`src/rtl/ibuf_sync_filter.sv`:
```
// Input-pad synchronizer followed by a counting deglitch filter on the synchronized level.
// Define IBUF_SYNC_FILTER_EDGE_EN to add the registered RISE/FALL edge-pulse ports.
module ibuf_sync_filter #(
  parameter int unsigned STAGES   = 2,
  parameter int unsigned FILT_CNT = 4,
  parameter logic        INIT     = 1'b0
) (
  input  logic C,
  input  logic R,
  input  logic CE,
  input  logic I,
  output logic O
`ifdef IBUF_SYNC_FILTER_EDGE_EN
  ,
  output logic RISE,
  output logic FALL
`endif
);

  localparam logic [3:0] CNT_LAST = 4'(FILT_CNT - 1);

  logic [STAGES-1:0] sync_q, sync_d;
  logic              o_q, o_d;
  logic [3:0]        cnt_q, cnt_d;
  logic              s;

  assign s = sync_q[STAGES-1];
  assign O = o_q;

  // Any cycle where the synchronized level agrees with O discards a partial count,
  // so only an unbroken run of enabled disagreeing samples can move O.
  always_comb begin
    sync_d = {sync_q[STAGES-2:0], I};
    o_d    = o_q;
    cnt_d  = '0;
    if (s != o_q) begin
      cnt_d = cnt_q;
      if (CE) begin
        if (cnt_q == CNT_LAST) begin
          o_d   = s;
          cnt_d = '0;
        end else begin
          cnt_d = cnt_q + 4'd1;
        end
      end
    end
  end

  always_ff @(posedge C) begin
    if (R) begin
      sync_q <= {STAGES{INIT}};
      o_q    <= INIT;
      cnt_q  <= '0;
    end else begin
      sync_q <= sync_d;
      o_q    <= o_d;
      cnt_q  <= cnt_d;
    end
  end

`ifdef IBUF_SYNC_FILTER_EDGE_EN
  logic rise_q, rise_d;
  logic fall_q, fall_d;

  always_comb begin
    rise_d = o_d & ~o_q;
    fall_d = ~o_d & o_q;
  end

  always_ff @(posedge C) begin
    if (R) begin
      rise_q <= 1'b0;
      fall_q <= 1'b0;
    end else begin
      rise_q <= rise_d;
      fall_q <= fall_d;
    end
  end

  assign RISE = rise_q;
  assign FALL = fall_q;
`endif

endmodule
```
`config.mk`:
```
export PLATFORM = sky130hd
export DESIGN_NAME = ibuf_sync_filter
export DESIGN_NICKNAME = d
export VERILOG_FILES = /design/src/rtl/ibuf_sync_filter.sv
export SDC_FILE = /design/constraint.sdc
export NUM_CORES = 1
export LEC_CHECK = 0
export CORE_AREA = 4 4 41 43
export CTS_CLUSTER_DIAMETER = 60
export DETAILED_ROUTE_END_ITERATION = 16
export DIE_AREA = 0 0 45 47
export DONT_BUFFER_PORTS = 1
export PLACE_DENSITY_LB_ADDON = 0.3
export SYNTH_ARGS = -nofsm -noshare
export SYNTH_HDL_FRONTEND = slang
export SYNTH_SLANG_ARGS = --single-unit
```
`constraint.sdc`:
```
create_clock -name C -period 1.3 [get_ports C]
set_clock_uncertainty 0.05 [all_clocks]
set_input_delay 0.195 -clock C [delete_from_list [all_inputs] [get_ports C]]
set_output_delay 0.195 -clock C [all_outputs]
set_load 0.005 [all_outputs]
```
==> impl_table.tex, run 1 <==
\begin{tabular}{lr}
\hline
Metric & Value \\
\hline
\multicolumn{2}{l}{\textbf{Synthesis}} \\
Largest area contributor in the netlist & dfxtp\_1 \\
Share of the synthesized area in the top cell type & 49.8\% \\
Number of standard cells after synthesis & 27 \\
Synth cell count leaders & dfxtp\_1 (7), nor2\_1 (3) \\
Share of the yosys chip area belonging to registers & 49.8\% \\
Compound-cell area share of the yosys netlist & 1.78\% \\
Main combinational cell family by area after synthesis & simple AND/OR/NAND/NOR gates \\
Fraction of the mapped netlist area in simple logic gates & 24.9\% \\
Predominant post-synthesis flop cell & dfxtp\_1 \\
Fraction of registers with async set/reset & 0\% \\
Area share of fa/ha/maj cells after synthesis & 4.44\% \\
Proportion of synthesized area in mux cells & 7.11\% \\
Parity-gate share of the synthesized area counting xor and xnor cells & 9.33\% \\
Synthesized area & 282 um2 \\
EDFF count, synth & 0 \\
Biggest area contributors in the synthesized netlist & dfxtp\_1 (50\%), mux2i\_1 (7.1\%), xor2\_1 (6.2\%) \\
Number of distinct standard cells referenced by the synthesized netlist & 15 \\
Most used standard cell by instance count after synthesis & dfxtp\_1 \\
Post-synthesis register bit count & 7 \\
Synth Net Count & 32 \\
Syn\_area\_per\_cell & 10.4 um2 \\
Synthesis warning total & 0 \\
\multicolumn{2}{l}{\textbf{Final layout}} \\
Synthesis-to-finish area growth & 18.7\% \\
Final net count & 37 \\
Sequential Area & 143 um2 \\
Count of fill cells added during filler insertion & 147 \\
Fraction of layout cells with a size suffix above 1 & 19.4\% \\
Post-route cell area & 334 um2 \\
Total inserted antenna cells & 0 \\
Area used by multi-input combinational logic & 136 um2 \\
\multicolumn{2}{l}{\textbf{Setup path}} \\
Cell depth of the worst setup path & 4 \\
Slowest cell delay on critical path & 0.35 ns \\
Buffer and inverter count on the worst path & 0 \\
Setup crit end kind & flip-flop \\
Worst endpoint required time & 1.39 ns \\
Critical path class & reg2reg \\
Peak fanout along the critical path & 3 \\
Number of cells traversed by the worst register-to-register path & 4 \\
Standard cell with the maximum stage delay on the critical path & dfxtp\_2 \\
Kind of cell adding the most delay to the critical path & flip-flops \\
Endpoint arrival time on the critical path & 1.28 ns \\
Category of the worst setup path launch point & flip-flop \\
Ordered cell list for the critical path & ha\_2 > and4bb\_1 > mux2i\_1 > nor2\_1 \\
\multicolumn{2}{l}{\textbf{Floorplanning}} \\
Floorplan die height & 47 um \\
Initial core utilization & 21.6\% \\
Die Area & 2120 um2 \\
Total core area & 1300 um2 \\
Width of the die & 45 um \\
Row count & 13 \\
I/O pin total & 5 \\
\multicolumn{2}{l}{\textbf{Power and ir drop}} \\
Switching power total & 81.2 uW \\
Clock network fraction of total power & 45.5\% \\
Sum of internal, switching and leakage power & 424 uW \\
Combinational fraction of design power & 2.6\% \\
IR Drop Worst-Case VDD & 0.535 mV \\
Part of the total power dissipated in sequential elements & 52.0\% \\
Fraction of power spent switching nets & 19.2\% \\
Leakage Power & 0.000122 uW \\
Power density of the placed cells & 1270 nW/um2 \\
Internal power of the cells & 343 uW \\
\multicolumn{2}{l}{\textbf{Global route}} \\
Via count of the first global-routing pass & 198 \\
GRT Overall Usage & 6.25\% \\
Number of antenna violations at the first check in global routing & 0 \\
Gr ovfl total & 0 \\
Wire length of the first global-routing pass & 814 um \\
Largest net degree at the start of global routing & 7 \\
\multicolumn{2}{l}{\textbf{Place}} \\
Post-place setup slack & 0.0795 ns \\
Total half-perimeter wirelength after legalization and detailed placement & 341 um \\
Number of buffer cells added on primary ports & 0 \\
Final RePlAce weighted congestion & 0.558 \\
Placement Cell Area & 293 um2 \\
\multicolumn{2}{l}{\textbf{Timing}} \\
Normalized max-slew margin & 92.0\% \\
Max Clock Freq & 835 MHz \\
Minimum setup slack in the final design & 0.103 ns \\
Period Utilization, post-route & 92.1\% \\
Worst Tran Pin Value & 0.117 ns \\
Final critical-path required period & 1.20 ns \\
Number of failing setup endpoints in the final timing report & 0 \\
Total Negative Setup Slacks & 0 ns \\
Max-slew violations & 0 \\
Number of hold violations in the final report & 0 \\
Setup repair after global routing missed its margin & no \\
Min Hold Slack & 0.0316 ns \\
\multicolumn{2}{l}{\textbf{Detailed routing}} \\
Post-detailed-route via-to-cell ratio & 4.37 \\
Total Routed Length & 481 um \\
Number of search-and-repair iterations in the first detailed-routing pass & 1 \\
Vias & 201 \\
First-iteration detailed-routing DRC count & 0 \\
Remaining routing DRC violations & 0 \\
Final routed wire length divided by cell count & 10.5 um \\
Number of nets with antenna violations after routing & 0 \\
\multicolumn{2}{l}{\textbf{CTS}} \\
Total CTS buffers & 3 \\
Cell chosen for the clock root & clkbuf\_4 \\
Clock slew at the register clock pins of the worst setup and hold paths & 0.05 ns \\
TritonCTS clock tree & yes \\
Number of buffers inserted by post-CTS setup repair & 0 \\
\# clock sinks & 7 \\
Clock network latency to the later pin of the worst-skew pair & 0.25 ns \\
Max clock buf depth & 2 \\
H-tree Lvls & 1 \\
\multicolumn{2}{l}{\textbf{Min path}} \\
Classification of the worst-slack hold path & in2reg \\
Cell depth of the worst hold path & 1 \\
\multicolumn{2}{l}{\textbf{Run}} \\
Number of maximum-capacitance constraint violations & 0 \\
\multicolumn{2}{l}{\textbf{Outcome}} \\
Run status & finished, final reports clean \\
\hline
\end{tabular}
flip-flops by register name (all words and copies together) (netlist names):
| register | cells |
|---|---|
| sync_q | 2 |
| cnt_q | 4 |
| O | 1 |
cell type report:
type,instances,share of cell area [%]
tap,15,5.62
clock buffer,4,7.87
multi-input combinational,19,40.8
timing repair buffer,1,3.00
sequential,7,42.7
placed cells by master (no fill, tap or decap):
master,instances
a21oi_1,1
and4bb_1,1
clkbuf_1,1
clkbuf_4,3
dfxtp_1,5
dfxtp_2,2
dlygate4sd3_1,1
ha_2,1
mux2i_1,2
nand2_1,2
nand2b_1,1
nand4_1,1
nand4b_1,1
nor2_1,3
nor2b_1,2
nor3_1,1
xnor2_1,1
xor2_1,2
final timing paths:
| kind | end | startpoint | slack (ns) |
|---|---|---|---|
| hold reg to reg | sync_q[1] | sync_q[0] | 0.41 |
| setup reg to reg | O | cnt_q[0] | 0.10 |
| hold / removal | sync_q[0] | I | 0.03 |
| setup / recovery | O | cnt_q[0] | 0.10 |
kinds of logic after synthesis:
| family | Yosys count |
|---|---|
| buffers and inverters | 1 |
| AOI/OAI and AO/OA | 1 |
| xor gates and xnor gates | 3 |
| muxes | 2 |
| and+or+nand+nor | 12 |
| DFF | 7 |
| adders and majority gates | 1 |
power by group through the flow:
stage | Combinational [uW] | Sequential (uW) | Clock [uW]
6_report | 10.8 | 220 | 193
3_3_place_gp | 7.56 | 224 | 0
2_1_floorplan | 11.2 | 224 | 0
4_1_cts | 11.0 | 220 | 209
5_1_grt | 12.2 | 220 | 219
3_5_place_dp | 7.59 | 224 | 0
layer usage:
layer | GRT usage [%] | up-vias | wire length, um
met4 | 8.19 | 0 | 10
li1 | - | 101 | -
met3 | 5.36 | 2 | 35
met5 | 0 | - | 0
met1 | 4.57 | 94 | 188
met2 | 8.76 | 4 | 245
through the flow:
stage | utilization, % | std cells
CTS | 25.3 | 46
detailed placement | 22.5 | 41
finish | 25.7 | 46
global route | 25.7 | 46
floorplan | - | 27
global placement | 22.5 | 41
repair_timing:
| action | 4_1_cts | 5_1_grt |
|---|---|---|
| hold buffers | 1 | 0 |
| setup endpoints to repair | 0 | 1 |
| gates resized for setup | 0 | 3 |
| hold endpoints to repair | 3 | 0 |
Power figures use the tool's default switching activity.
==> run 2, diff against run 1 <==
==> constraint.sdc (replaced) <==
create_clock -name C -period 1.3 [get_ports C]
set_clock_uncertainty 0.05 [all_clocks]
set_input_delay 0.13 -clock C [delete_from_list [all_inputs] [get_ports C]]
set_output_delay 0.13 -clock C [all_outputs]
set_load 0.005 [all_outputs]
==> run 2 against run 1 <==
First-iteration DRC count unchanged. Setup slack improved by 0.0029 ns. Via count increased by 4.0%. Routed wire length increased by 4.4%. Critical path depth unchanged. Sequential power about the same. Sequential share of layout area decreased by 2.4 points. Worst hold slack got worse by 0.010 ns. Clock power about the same. Maximum frequency increased by 0.25%. Largest power group unchanged.
==> impl_table.tex, run 2 (synthesis results as in run 1) <==
\begin{tabular}{lr}
\hline
Metric & Value \\
\hline
\multicolumn{2}{l}{\textbf{Detailed routing}} \\
Wire length on met2 & 253 um \\
Vias & 209 \\
Post-detailed-route via-to-cell ratio & 4.35 \\
First-iteration detailed-routing DRC count & 0 \\
Wire length on met1 & 204 um \\
Uppermost layer routed & met4 \\
Number of search-and-repair iterations in the first detailed-routing pass & 1 \\
Number of nets with antenna violations after routing & 0 \\
Total Routed Length & 502 um \\
Detailed route wirelength on metal3 & 33 um \\
Final routed wire length divided by cell count & 10.5 um \\
Remaining routing DRC violations & 0 \\
\multicolumn{2}{l}{\textbf{Timing}} \\
Setup repair after global routing missed its margin & no \\
Final critical-path required period & 1.19 ns \\
Number of hold violations in the final report & 0 \\
Minimum setup slack in the final design & 0.106 ns \\
Worst Tran Pin Value & 0.117 ns \\
Period Utilization, post-route & 91.9\% \\
Number of failing setup endpoints in the final timing report & 0 \\
Normalized max-slew margin & 92.0\% \\
Max-slew violations & 0 \\
Min Hold Slack & 0.0211 ns \\
Total Negative Setup Slacks & 0 ns \\
Max Clock Freq & 837 MHz \\
\multicolumn{2}{l}{\textbf{Power and ir drop}} \\
Part of the total power dissipated in sequential elements & 51.2\% \\
Clock network fraction of total power & 44.9\% \\
Fraction of power spent switching nets & 19.5\% \\
Leakage Power & 0.000130 uW \\
Combinational fraction of design power & 3.9\% \\
Switching power total & 84.0 uW \\
Power density of the placed cells & 1220 nW/um2 \\
Internal power of the cells & 346 uW \\
IR Drop Worst-Case VDD & 0.532 mV \\
\multicolumn{2}{l}{\textbf{Setup path}} \\
Setup crit end kind & flip-flop \\
Slowest cell delay on critical path & 0.34 ns \\
Timing startpoint of the critical path & cnt\_q[0] \\
Worst r2r src & cnt\_q[0] \\
Standard cell with the maximum stage delay on the critical path & dfxtp\_2 \\
Worst endpoint required time & 1.39 ns \\
Category of the worst setup path launch point & flip-flop \\
Endpoint arrival time on the critical path & 1.28 ns \\
Ordered cell list for the critical path & ha\_2 > and4bb\_1 > mux2i\_1 > nor2\_1 \\
Peak fanout along the critical path & 3 \\
Critical path class & reg2reg \\
\multicolumn{2}{l}{\textbf{Floorplanning}} \\
I/O pin total & 5 \\
Die Area & 2120 um2 \\
Row count & 13 \\
Initial core utilization & 21.6\% \\
Width of the die & 45 um \\
Floorplan die height & 47 um \\
Total core area & 1300 um2 \\
\multicolumn{2}{l}{\textbf{CTS}} \\
Clock network latency to the later pin of the worst-skew pair & 0.25 ns \\
Number of buffers inserted by post-CTS setup repair & 0 \\
Clock slew at the register clock pins of the worst setup and hold paths & 0.05 ns \\
Total CTS buffers & 3 \\
Max clock buf depth & 2 \\
Cell chosen for the clock root & clkbuf\_4 \\
\# clock sinks & 7 \\
H-tree Lvls & 1 \\
TritonCTS clock tree & yes \\
\multicolumn{2}{l}{\textbf{Place}} \\
Total half-perimeter wirelength after legalization and detailed placement & 341 um \\
Number of buffer cells added on primary ports & 0 \\
Final RePlAce weighted congestion & 0.558 \\
Post-place setup slack & 0.0795 ns \\
\multicolumn{2}{l}{\textbf{Final layout}} \\
Count of fill cells added during filler insertion & 145 \\
Final net count & 39 \\
Register name with the most flops & cnt\_q \\
Most common cell after layout, fill and taps aside & dfxtp\_1 \\
Synthesis-to-finish area growth & 25.8\% \\
Total inserted antenna cells & 0 \\
Sequential Area & 143 um2 \\
Commonest cells after routing, fill and taps aside & dfxtp\_1 (5), nor2\_1 (3), clkbuf\_4 (3), dlygate4sd3\_1 (3) \\
Max reg flops & 4 \\
Fraction of layout cells with a size suffix above 1 & 18.2\% \\
Area used by multi-input combinational logic & 136 um2 \\
Core occupancy in the finished layout & 27.2\% \\
\multicolumn{2}{l}{\textbf{Min path}} \\
Start point of the worst min-delay path & CE \\
Classification of the worst-slack hold path & in2reg \\
\multicolumn{2}{l}{\textbf{Outcome}} \\
Run status & finished, final reports clean \\
\multicolumn{2}{l}{\textbf{Global route}} \\
GRT Overall Usage & 6.49\% \\
Gr ovfl total & 0 \\
Largest net degree at the start of global routing & 6 \\
Wire length of the first global-routing pass & 855 um \\
Via count of the first global-routing pass & 209 \\
Number of antenna violations at the first check in global routing & 0 \\
\multicolumn{2}{l}{\textbf{Run}} \\
Number of maximum-capacitance constraint violations & 0 \\
\hline
\end{tabular}
[run 2: cell types whose count changed in the layout (fill, tap and decap cells not counted)]
cell / change
dlygate4sd3_1: +2
[run 2: final timing paths]
path / endpoint / slack [ns] / depth (start not counted)
setup reg to reg: O / 0.11 / 4
hold reg to reg: sync_q[1] / 0.40 / 1
setup / recovery: O / 0.11 / 4
hold / removal: cnt_q[2] / 0.02 / 2
[run 2: per-layer routing]
| metal | vias up | track usage, % |
|---|---|---|
| met1 | 97 | 5.25 |
| met5 | - | 0 |
| met4 | 0 | 8.19 |
| met3 | 2 | 5.36 |
| li1 | 105 | - |
| met2 | 5 | 8.76 |
[run 2: final cells by class]
cell class / count / area share (%)
sequential: 7 / 40.3
timing repair buffer: 3 / 8.48
multi-input combinational: 19 / 38.5
clock buffer: 4 / 7.42
tap: 15 / 5.30
[run 2: power by group through the flow]
stage          Clock [uW]  Combinational (uW)  Sequential [uW]
2_1_floorplan           0                11.2              224
3_3_place_gp            0                7.56              224
3_5_place_dp            0                7.59              224
4_1_cts               209                16.8              220
5_1_grt               219                18.5              220
6_report              193                16.7              220
[run 2: worst max-delay path: cells and delay by family (launching register included)]
kind,cells,cell delay (ns)
mux,1,0.19
simple gates,2,0.30
fa+ha+maj,1,0.19
flops,1,0.34
[run 2: stage by stage]
| step | cells | total power, uW | instance area, um2 |
|---|---|---|---|
| floorplan | 27 | 235 | 282 |
| global placement | 41 | 232 | 293 |
| detailed placement | 41 | 232 | 293 |
| CTS | 48 | 446 | 349 |
| global route | 48 | 458 | 354 |
| finish | 48 | 430 | 354 |
[run 2: repair_timing]
item,in CTS,in global routing
hold endpoints to repair,5,0
gates resized for setup,0,3
hold buffers,3,0
endpoints found under the setup margin,0,1
==> run 3, diff against run 2 <==
--- a/config.mk
+++ b/config.mk
@@ -5,10 +5,10 @@
 export SDC_FILE = /design/constraint.sdc
 export NUM_CORES = 1
 export LEC_CHECK = 0
-export CORE_AREA = 4 4 41 43
+export CORE_AREA = 2 2 39 41
 export CTS_CLUSTER_DIAMETER = 60
 export DETAILED_ROUTE_END_ITERATION = 16
-export DIE_AREA = 0 0 45 47
+export DIE_AREA = 0 0 41 43
 export DONT_BUFFER_PORTS = 1
 export PLACE_DENSITY_LB_ADDON = 0.3
 export SYNTH_ARGS = -nofsm -noshare
==> run 3 against run 2 <==
Cell area is the same. Cell count increased by 2.1%. Sequential share of layout area fell by 0.35 points. Sequential power about the same. Routed wire length decreased by 6.6%. Setup slack lost 0.037 ns. Via count is 0.48% lower. Die area down 17%. Critical path type unchanged. Largest cell class unchanged. Largest power group unchanged. Highest routed layer is now met3.
==> impl_table.tex, run 3 (synthesis results as in run 1) <==
\begin{tabular}{lr}
\hline
Metric & Value \\
\hline
\multicolumn{2}{l}{\textbf{Power and ir drop}} \\
Power density of the placed cells & 1210 nW/um2 \\
Fraction of power spent switching nets & 19.2\% \\
Internal power of the cells & 347 uW \\
Part of the total power dissipated in sequential elements & 51.4\% \\
Switching power total & 82.5 uW \\
Combinational fraction of design power & 3.7\% \\
Leakage Power & 0.000131 uW \\
Clock network fraction of total power & 44.9\% \\
Sum of internal, switching and leakage power & 429 uW \\
IR Drop Worst-Case VDD & 0.698 mV \\
\multicolumn{2}{l}{\textbf{Global route}} \\
Gr ovfl total & 0 \\
Via count of the first global-routing pass & 215 \\
Wire length of the first global-routing pass & 786 um \\
Number of antenna violations at the first check in global routing & 0 \\
GRT Overall Usage & 6.96\% \\
Largest net degree at the start of global routing & 7 \\
\multicolumn{2}{l}{\textbf{Final layout}} \\
Post-route cell area & 354 um2 \\
Count of fill cells added during filler insertion & 143 \\
Area used by multi-input combinational logic & 136 um2 \\
Synthesis-to-finish area growth & 25.8\% \\
Most common cell after layout, fill and taps aside & dfxtp\_1 \\
Final net count & 39 \\
Commonest cells after routing, fill and taps aside & dfxtp\_1 (6), nor2\_1 (3), clkbuf\_4 (3), dlygate4sd3\_1 (3) \\
Total inserted antenna cells & 0 \\
Fraction of layout cells with a size suffix above 1 & 15.2\% \\
Register name with the most flops & cnt\_q \\
Sequential Area & 141 um2 \\
Max reg flops & 4 \\
\multicolumn{2}{l}{\textbf{Floorplanning}} \\
Width of the die & 41 um \\
I/O pin total & 5 \\
Row count & 14 \\
Die Area & 1760 um2 \\
Floorplan die height & 43 um \\
Initial core utilization & 20.3\% \\
Total core area & 1380 um2 \\
\multicolumn{2}{l}{\textbf{Detailed routing}} \\
Final routed wire length divided by cell count & 9.57 um \\
Number of search-and-repair iterations in the first detailed-routing pass & 1 \\
First-iteration detailed-routing DRC count & 0 \\
Total Routed Length & 469 um \\
Vias & 208 \\
Post-detailed-route via-to-cell ratio & 4.24 \\
Number of nets with antenna violations after routing & 0 \\
Remaining routing DRC violations & 0 \\
\multicolumn{2}{l}{\textbf{Place}} \\
Number of buffer cells added on primary ports & 0 \\
Total half-perimeter wirelength after legalization and detailed placement & 341 um \\
Post-place setup slack & 0.0653 ns \\
Placement Cell Area & 294 um2 \\
Final RePlAce weighted congestion & 0.601 \\
\multicolumn{2}{l}{\textbf{Timing}} \\
Normalized max-slew margin & 91.4\% \\
Worst Tran Pin Value & 0.126 ns \\
Max-slew violations & 0 \\
Final critical-path required period & 1.23 ns \\
Period Utilization, post-route & 94.7\% \\
Number of failing setup endpoints in the final timing report & 0 \\
Max Clock Freq & 812 MHz \\
Setup repair after global routing missed its margin & no \\
Number of hold violations in the final report & 0 \\
Total Negative Setup Slacks & 0 ns \\
Minimum setup slack in the final design & 0.0689 ns \\
\multicolumn{2}{l}{\textbf{Run}} \\
Number of maximum-capacitance constraint violations & 0 \\
\multicolumn{2}{l}{\textbf{Setup path}} \\
Critical path class & reg2reg \\
Peak fanout along the critical path & 3 \\
Worst endpoint required time & 1.39 ns \\
Category of the worst setup path launch point & flip-flop \\
Setup crit end kind & flip-flop \\
Endpoint arrival time on the critical path & 1.32 ns \\
\multicolumn{2}{l}{\textbf{Min path}} \\
Classification of the worst-slack hold path & in2reg \\
\multicolumn{2}{l}{\textbf{CTS}} \\
Clock slew at the register clock pins of the worst setup and hold paths & 0.05 ns \\
Max clock buf depth & 2 \\
H-tree Lvls & 1 \\
TritonCTS clock tree & yes \\
Clock network latency to the later pin of the worst-skew pair & 0.25 ns \\
\# clock sinks & 7 \\
Number of buffers inserted by post-CTS setup repair & 0 \\
Cell chosen for the clock root & clkbuf\_4 \\
Total CTS buffers & 3 \\
\multicolumn{2}{l}{\textbf{Outcome}} \\
Run status & finished, final reports clean \\
\hline
\end{tabular}
==> run 3: cell counts in the layout (fill, tap and decap cells not counted) <==
No cell type changed its count.
==> run 3: path summary, 6_finish.rpt <==
| path | from | to | slack, ns | depth (start not counted) |
|---|---|---|---|---|
| hold reg to reg | sync_q[0] | sync_q[1] | 0.41 | 1 |
| setup / recovery | cnt_q[1] | O | 0.07 | 4 |
| setup reg to reg | cnt_q[1] | O | 0.07 | 4 |
| hold / removal | CE | cnt_q[0] | 0.005 | 2 |
==> run 3: repair_timing <==
item	4_1_cts	5_1_grt
hold buffers	3	0
hold endpoints to repair	4	0
endpoints found under the setup margin	0	1
gates resized for setup	0	2
==> run 3: through the flow <==
stage | cells | util, % | hold slack, ns
floorplan | 27 | - | 0.152
global placement | 42 | 21.2 | 0.155
detailed placement | 42 | 21.2 | 0.155
CTS | 49 | 25.3 | 0.00334
global route | 49 | 25.6 | 0.00927
finish | 49 | 25.6 | 0.00459
==> run 3: final cells by class <==
type / instances / share of cell area (%)
flip-flops and latches: 7 / 39.9
multi-input cells: 19 / 38.5
repair buffers: 3 / 8.48
clock buffers: 4 / 7.42
well taps: 16 / 5.65
==> run 3: power by group through the flow <==
stage / logic (uW) / registers (uW) / clock network (uW)
floorplan: 11.2 / 224 / 0
global placement: 7.63 / 224 / 0
detailed placement: 7.66 / 224 / 0
CTS: 16.1 / 220 / 203
global route: 17.1 / 220 / 217
finish: 16.0 / 220 / 193
==> run 3: routing by layer <==
metal	GRT usage, %	part of all wire (%)	vias to the layer above
met3	6.81	12	0
met2	9.69	45	9
met4	2.00	0	0
met1	7.19	42	94
met5	0	0	-
li1	-	-	105
==> run 3: worst max-delay path, stage by stage, from the launching register on <==
cell and delay (ns):
dfxtp_1 0.35, ha_2 0.20, and4bb_1 0.26, mux2i_1 0.20
nor2_1 0.05
